==> src/rtl/timing_control.sv <==
// Sequence counter and control-signal decoder for the basic computer.
// Steps each instruction through T0..T6 and issues one command per register per cycle.
//
// state | meaning
// T0    | fetch: PC -> AR
// T1    | fetch: M[AR] -> IR, PC+1
// T2    | decode: IR[11:0] -> AR, latch I and D
// T3    | register-ref execute, or indirect address fetch
// T4    | memory-ref execute step 1
// T5    | memory-ref execute step 2
// T6    | ISZ write-back and skip
// T_BAD | unreachable; ends with no strobes
module timing_control (
   input  logic        clk,
   input  logic        rst_n,
   input  logic        run,
   input  logic [15:0] ir,
   input  logic        dr_zero,
   output logic        ar_load,
   output logic        ar_inc,
   output logic        pc_load,
   output logic        pc_inc,
   output logic        dr_load,
   output logic        dr_inc,
   output logic        ac_load,
   output logic        ac_inc,
   output logic        ac_clr,
   output logic        ir_load,
   output logic        mem_read,
   output logic        mem_write,
   output logic [2:0]  bus_sel,
   output logic [1:0]  alu_op,
   output logic [2:0]  sc,
   output logic        halted
);

   typedef enum logic [2:0] {
      T0    = 3'd0,
      T1    = 3'd1,
      T2    = 3'd2,
      T3    = 3'd3,
      T4    = 3'd4,
      T5    = 3'd5,
      T6    = 3'd6,
      T_BAD = 3'd7
   } t_state_e;

   localparam logic [2:0] BUS_NONE = 3'd0;
   localparam logic [2:0] BUS_AR   = 3'd1;
   localparam logic [2:0] BUS_PC   = 3'd2;
   localparam logic [2:0] BUS_DR   = 3'd3;
   localparam logic [2:0] BUS_AC   = 3'd4;
   localparam logic [2:0] BUS_IR   = 3'd5;
   localparam logic [2:0] BUS_MEM  = 3'd7;

   // Command vector bit order, msb first:
   // ar_load ar_inc pc_load pc_inc dr_load dr_inc ac_load ac_inc ac_clr ir_load mem_read mem_write
   localparam logic [11:0] C_AR_LD  = 12'h800;
   localparam logic [11:0] C_AR_INC = 12'h400;
   localparam logic [11:0] C_PC_LD  = 12'h200;
   localparam logic [11:0] C_PC_INC = 12'h100;
   localparam logic [11:0] C_DR_LD  = 12'h080;
   localparam logic [11:0] C_DR_INC = 12'h040;
   localparam logic [11:0] C_AC_LD  = 12'h020;
   localparam logic [11:0] C_AC_INC = 12'h010;
   localparam logic [11:0] C_AC_CLR = 12'h008;
   localparam logic [11:0] C_IR_LD  = 12'h004;
   localparam logic [11:0] C_RD     = 12'h002;
   localparam logic [11:0] C_WR     = 12'h001;

   t_state_e    sc_q, sc_d;
   logic        i_q, halted_q, hlt_set, fin;
   logic [2:0]  d_q, bus_c;
   logic [1:0]  alu_c;
   logic [11:0] cmd_c, cmd;
   logic        active;
   logic        unused_ir;

   assign unused_ir = ^{ir[10:6], ir[4:1]};
   assign active    = rst_n & run & ~halted_q;

   always_ff @(posedge clk) begin
      if (!rst_n) begin
         sc_q     <= T0;
         i_q      <= 1'b0;
         d_q      <= 3'd0;
         halted_q <= 1'b0;
      end else if (run && !halted_q) begin
         sc_q <= sc_d;
         if (sc_q == T2) begin
            i_q <= ir[15];
            d_q <= ir[14:12];
         end
         if (hlt_set) halted_q <= 1'b1;
      end
   end

   always_comb begin
      cmd_c   = 12'h000;
      bus_c   = BUS_NONE;
      alu_c   = 2'b00;
      fin     = 1'b0;
      hlt_set = 1'b0;
      unique case (sc_q)
         T0: begin cmd_c = C_AR_LD; bus_c = BUS_PC; end
         T1: begin cmd_c = C_RD | C_IR_LD | C_PC_INC; bus_c = BUS_MEM; end
         T2: begin cmd_c = C_AR_LD; bus_c = BUS_IR; end
         T3: begin
            if (d_q == 3'd7) begin
               fin = 1'b1;
               if (!i_q) begin
                  if (ir[11])     cmd_c = C_AC_CLR;
                  else if (ir[5]) cmd_c = C_AC_INC;
                  hlt_set = ir[0];
               end
            end else if (i_q) begin
               cmd_c = C_RD | C_AR_LD;
               bus_c = BUS_MEM;
            end
         end
         T4: begin
            unique case (d_q)
               3'd0, 3'd1, 3'd2, 3'd6: begin cmd_c = C_RD | C_DR_LD; bus_c = BUS_MEM; end
               3'd3: begin cmd_c = C_WR; bus_c = BUS_AC; fin = 1'b1; end
               3'd4: begin cmd_c = C_PC_LD; bus_c = BUS_AR; fin = 1'b1; end
               3'd5: begin cmd_c = C_WR | C_AR_INC; bus_c = BUS_PC; end
               default: fin = 1'b1;
            endcase
         end
         T5: begin
            unique case (d_q)
               3'd0: begin cmd_c = C_AC_LD; alu_c = 2'b01; fin = 1'b1; end
               3'd1: begin cmd_c = C_AC_LD; alu_c = 2'b10; fin = 1'b1; end
               3'd2: begin cmd_c = C_AC_LD; alu_c = 2'b00; fin = 1'b1; end
               3'd5: begin cmd_c = C_PC_LD; bus_c = BUS_AR; fin = 1'b1; end
               3'd6: cmd_c = C_DR_INC;
               default: fin = 1'b1;
            endcase
         end
         T6: begin
            fin = 1'b1;
            if (d_q == 3'd6) begin
               cmd_c = C_WR | (dr_zero ? C_PC_INC : 12'h000);
               bus_c = BUS_DR;
            end
         end
         default: fin = 1'b1;
      endcase
      sc_d = fin ? T0 : t_state_e'(sc_q + 3'd1);
   end

   assign cmd = active ? cmd_c : 12'h000;
   assign {ar_load, ar_inc, pc_load, pc_inc, dr_load, dr_inc,
           ac_load, ac_inc, ac_clr, ir_load, mem_read, mem_write} = cmd;
   assign bus_sel = active ? bus_c : BUS_NONE;
   assign alu_op  = active ? alu_c : 2'b00;
   assign sc      = rst_n ? sc_q : 3'd0;
   assign halted  = rst_n & halted_q;

endmodule

==> config.mk <==
export PLATFORM = sky130hd
export DESIGN_NAME = timing_control
export DESIGN_NICKNAME = d
export VERILOG_FILES = /design/src/rtl/timing_control.sv
export SDC_FILE = /design/constraint.sdc
export NUM_CORES = 1
export LEC_CHECK = 0
export BUFFER_PORTS_ARGS = -buffer_cell sky130_fd_sc_hd__clkbuf_2
export CAP_MARGIN = 20
export CORE_UTILIZATION = 41
export CTS_CLUSTER_DIAMETER = 100
export DETAILED_ROUTE_END_ITERATION = 6
export MAX_ROUTING_LAYER = met4
export PLACE_DENSITY_LB_ADDON = 0.12
export SYNTH_ARGS = -nofsm -noshare
export SYNTH_HDL_FRONTEND = slang
export SYNTH_SLANG_ARGS = --single-unit
export TNS_END_PERCENT = 5
==> constraint.sdc <==
create_clock -name clk -period 2.05 [get_ports clk]
set_input_delay 0.205 -clock clk [delete_from_list [all_inputs] [get_ports clk]]
set_output_delay 0.205 -clock clk [all_outputs]
set_load 0.01 [all_outputs]
Word-level counts from Yosys, hierarchy flattened. Index checks and enable logic that the tools add are counted. W data, S select, Z words.

Add/subtract/negate cells: 1. Multiply operators: 0. Divide/modulo/power cells: 0. Magnitude comparators: 0. Eq/ne operators: 13. Shift-type cells: 0. Mux-type cells: 30. Bitwise gates (word level): 4. Reduce and logical (&&, ||, !) cells: 11.

Operator list (count): $pmux W12 S6 (1); $pmux W11 S4 (1); $mux W12 (3); $pmux W10 S3 (1); $eq A3 B3 Y1 const B (7); $pmux W3 S7 (1); $mux W9 (2); $mux W3 (5); $mux W5 (3); $eq A3 B2 Y1 const B (4); $pmux W3 S4 (1); $mux W1 (7); $eq A3 B1 Y1 const B (2); $logic_not A3 Y1 (2); $mux W2 (3); $reduce_or A3 Y1 (2); $reduce_or A5 Y1 (1); $pmux W1 S4 (1); $pmux W2 S2 (1); $reduce_and A2 Y1 (2); $reduce_or A4 Y1 (1); $add A3 B1 Y3 const B (1); $and A1 B1 Y1 (3); $reduce_or A2 Y1 (1); 3 further kinds (3).

Register bits: 8. Latch bits: 0. Bits in writable memories: 0. ROM bits: 0. Output and inout port bits: 21. Memories: 0.

Depth between registers and ports, before layout.
Depth after elaboration: 6. Mapped depth: 7.

Worst setup path after synthesis. No wires, ideal clock.

Path kind: flip-flop to output port. Start point: reg sc_q[0]. End point: out ac_inc. Arrival: 1498 ps. Data required time: 1845 ps. Slack: 347 ps. Cell stages (with the launch flop): 6. Buffers on the path: 0. Path through: dfxtp_1 -> ha_1 -> ha_1 -> nor3b_2 -> o311ai_2 -> nor3b_2.

Longest elaborated chain between the ends: 4. Elaborated cells on any way between the ends: 10. Classes of those cells: eq/ne (6); mux (2); reduce/logical (2).

Ends and longest elaborated chain: start, declared (RTL line 71) `t_state_e sc_q, sc_d;`; start signal, assigned (RTL line 84) `sc_q <= T0;`; start signal, assigned (RTL line 89) `sc_q <= sc_d;`; $eq A3 B2 Y1 / $logic_not A3 Y1 (equally long branches) (RTL line 104) `unique case (sc_q)`; $reduce_or A2 Y1 (no source line); $pmux W12 S6 (*) (RTL line 104); $mux W12 (*) (RTL line 152) `assign cmd = active ? cmd_c : 12'h000;`; end, declared (RTL line 26) `output logic ac_inc,`.

Mark *: on every way between the ends. The rest lies on a longest branch, timed or not.

Final worst setup path.
Start point: reg sc_q[0]. End point: out mem_write.

Longest elaborated chain between the ends: 4. Elaborated cells on any way between the ends: 10. Classes of those cells: eq/ne (6); mux (2); reduce/logical (2).

Ends and longest elaborated chain: $eq A3 B2 Y1 / $logic_not A3 Y1 (equally long branches) (RTL line 104); $reduce_or A2 Y1 (no source line); $pmux W12 S6 (*) (RTL line 104); $mux W12 (*) (RTL line 152); end, declared (RTL line 30) `output logic mem_write,`.

Marks and branches as above.

==> results by group <==
Outcome
  • Run status: finished clean

Setup path
  • Crit path from: sc_q[0]
  • CP Capture Point: mem_write
  • R2r setup slk: between 0.2 and 0.3 ns
  • CP required: 1.85 ns
  • Crit-path leading delay family: compound AO/OA/AOI/OAI gates
  • Crit start category: flop
  • Worst r2r src: sc_q[0]
  • Critical path's slowest cell: dfxtp_4
  • Worst-case reg-to-reg path depth: 8
  • Worst path max stage delay: 0.39 ns
  • Reg-to-Reg End: sc_q[1]
  • Crit Path Max Fanout: 5
  • Crit path kind: flop to output pin
  • CP cell instances: clkinvlp_4 -> ha_4 -> nor3b_2 -> a21oi_2 -> o31ai_4 -> nor2_1 -> clkbuf_2
  • Critical path arrival: 1.83 ns
  • Critical Path End Type: output pin
  • Buf+Inv Stages, Crit Path: 2
  • Crit path depth: 7

Drt
  • WL/cell: 12.8 µm
  • Routed wl met3: 117 µm
  • Wl on met1: 1070 µm
  • DR iter-0 viols: 18
  • Vias per cell: ~5.3
  • DR vias: 969
  • Top layer in use: met4
  • Final WL: 2330 µm
  • Antenna-violating nets left: 0
  • Met2 Routed Length: 1100 µm
  • DR DRC count: 0
  • DR pass1 iterations: 4

Pwr
  • PwrDens: 421 nW/µm²
  • Final total power: 518 µW
  • Leakage: slightly below 0.0005 µW
  • Worst VDD drop: 0.456 mV

Global routing
  • First-pass GRT wire length: 3870 µm
  • Largest net degree at the start of global routing: 14
  • GRT Total Usage: 0.213
  • Initial antenna violation count: 0
  • GRT Residual Overflow: 0
  • Vias in the first global route: 880

Logic synthesis
  • Cell area after synthesis: just under 900 µm²
  • Distinct cells, synth: 40
  • Top_reg_cell synth: dfxtp_1
  • Post-synth EDFFs: 0
  • #FFs+latches synth: 8
  • Synth warnings: 0
  • Avg Cell Area, Syn: 7.53 µm²
  • Net count after synthesis: roughly 140
  • Syn Inst Count: 117
  • Sequential fraction of the synthesis area: 0.182
  • Async set-reset flop share out of synthesis: 0

Timing
  • Worst slew pin tran: ~0.36 ns
  • RSZ-0062 raised after global routing: yes
  • Fin Clk Skew: 0.000641 ns
  • Post-Route Setup TNS: 0 ns
  • Max Fclk: 0.491 GHz
  • Fin crit period: between 2 and 2.5 ns
  • Crit share post-route: 0.993
  • Max-slew headroom: 0.758
  • Count of final setup violators: 0
  • Final Max Tran Viols: 0
  • Fin. Hold Viols: 0

Clock network
  • Max Root-Sink Buffers: 2
  • Root buf cell: clkbuf_4
  • CTS Buf Count: 3
  • CTS sink cnt: 8
  • CTS tree: yes
  • Worst skew pair latency: 0.25 ns
  • Clock transition at the registers of the reported paths: about 0.06 ns
  • CTS H-tree lvls: 1

Final layout
  • Fillcell total: 185
  • Antenna diode count: 0
  • Final #Nets: 182
  • Share of cells above drive strength 1: 0.419
  • Area grow syn2layout: 39.6%
  • Design area: ~1200 µm²

Place
  • Gpl congestion: 0.830
  • DP Area: 1070 µm²
  • Detailed Place HPWL: around 1700 µm
  • Port bufs: 31

Floorplanning
  • # IOs: 41
  • Initial Util: 0.444
  • Die area: approximately 2300 µm²
  • Chip width: a little under 50 µm
  • Core box area: 1980 µm²
  • Row cnt: 16
  • Die Y: 48.4 µm

Worst hold path
  • Worst Hold Class: primary input to flop

Run
  • Max-cap viol count: 0
-- cell usage after synthesis, drive strengths merged (2+ instances only) --
library cell   n  share of area
a21oi          6          0.038
nor2           7          0.030
mux2i          5          0.057
inv            8          0.034
and2           4          0.031
o22ai          2          0.014
ha             5          0.071
o32ai          2          0.020
nand2         12          0.051
nand3         10          0.057
nor4           2          0.014
nor3b          4          0.051
o41ai          3          0.038
a31oi          2          0.014
nor2b          5          0.044
dfxtp          8           0.18
o21ai          4          0.023
buf            8          0.051
nand2b         5          0.036
nor3           3          0.017
-- placed cells by master, fill, tap and decap left out, drive strengths merged, types with 5 or more instances in the layout --
cell	n
buf	13
nor2b	5
inv	7
nor2	7
a21oi	6
clkbuf	34
ha	5
nand2b	5
dfxtp	8
nand3	10
nand2	12
mux2i	5
-- cell families (layout without fill, tap and decap cells) --
logic type	Yosys count	count (layout)	synth area share
and+or+nand+nor	56	56	0.364
AOI/OAI and AO/OA	25	25	0.227
buffers and inverters	17	55	0.0895
DFF	8	8	0.182
adders and majority gates	5	5	0.0710
muxes	5	5	0.0568
xor gates and xnor gates	1	1	0.00994
-- metal layers --
metal,vias to the layer above,global-route usage
met5,-,-
met1,434,0.263
li1,497,-
met2,32,0.359
met3,6,0.0126
met4,0,0.0882
-- metrics by stage --
stage	setup slack (ns)	instances	util	hold slack [ns]
finish	0.0144	182	0.621	0.176
detailed placement	0.168	173	0.542	0.440
floorplan	0.347	117	-	0.350
global placement	0.165	173	0.542	0.437
CTS	0.0255	176	0.571	0.174
global route	-0.0976	182	0.621	0.168
-- sequential cells by signal, indices dropped and copies added (netlist names) --
signal    count
d_q           3
halted_q      1
i_q           1
sc_q          3
-- report_power, final --
part | internal, µW | total [µW] | switching, µW | leakage (µW)
registers | 163 | 174 | 10.4 | 0.0000659
clock network | 67.2 | 123 | 55.9 | 0.0000138
logic | 104 | 221 | 118 | 0.000409
-- cell type report --
| class | instances | area (µm²) | area share |
|---|---|---|---|
| multi-input combinational | 92 | 709 | 0.577 |
| timing repair buffer | 44 | 265 | 0.216 |
| sequential | 8 | 165 | 0.134 |
| inverter | 8 | 33.8 | 0.0275 |
| tap | 27 | 33.8 | 0.0275 |
| clock buffer | 3 | 22.5 | 0.0183 |
-- repair_timing --
action	4_1_cts	5_1_grt
hold buffers	0	0
setup endpoints to repair	11	11
buffers inserted	0	6
cloned	0	0
pin swaps	0	3
endpoints found under the hold margin	0	0
gates resized for setup	7	7
-- worst min path at each step --
stage | from | end | slack, ns | depth (start not counted)
final | ir[0] | halted_q | 0.18 | 2
after detailed placement | ir[0] | halted_q | 0.44 | 2
after CTS | ir[0] | halted_q | 0.17 | 2
after global placement | ir[0] | halted_q | 0.44 | 2
after global routing | ir[0] | halted_q | 0.17 | 2
after floorplan | ir[0] | halted_q | 0.35 | 1
Note: power is estimated with default switching activity, not from simulation.
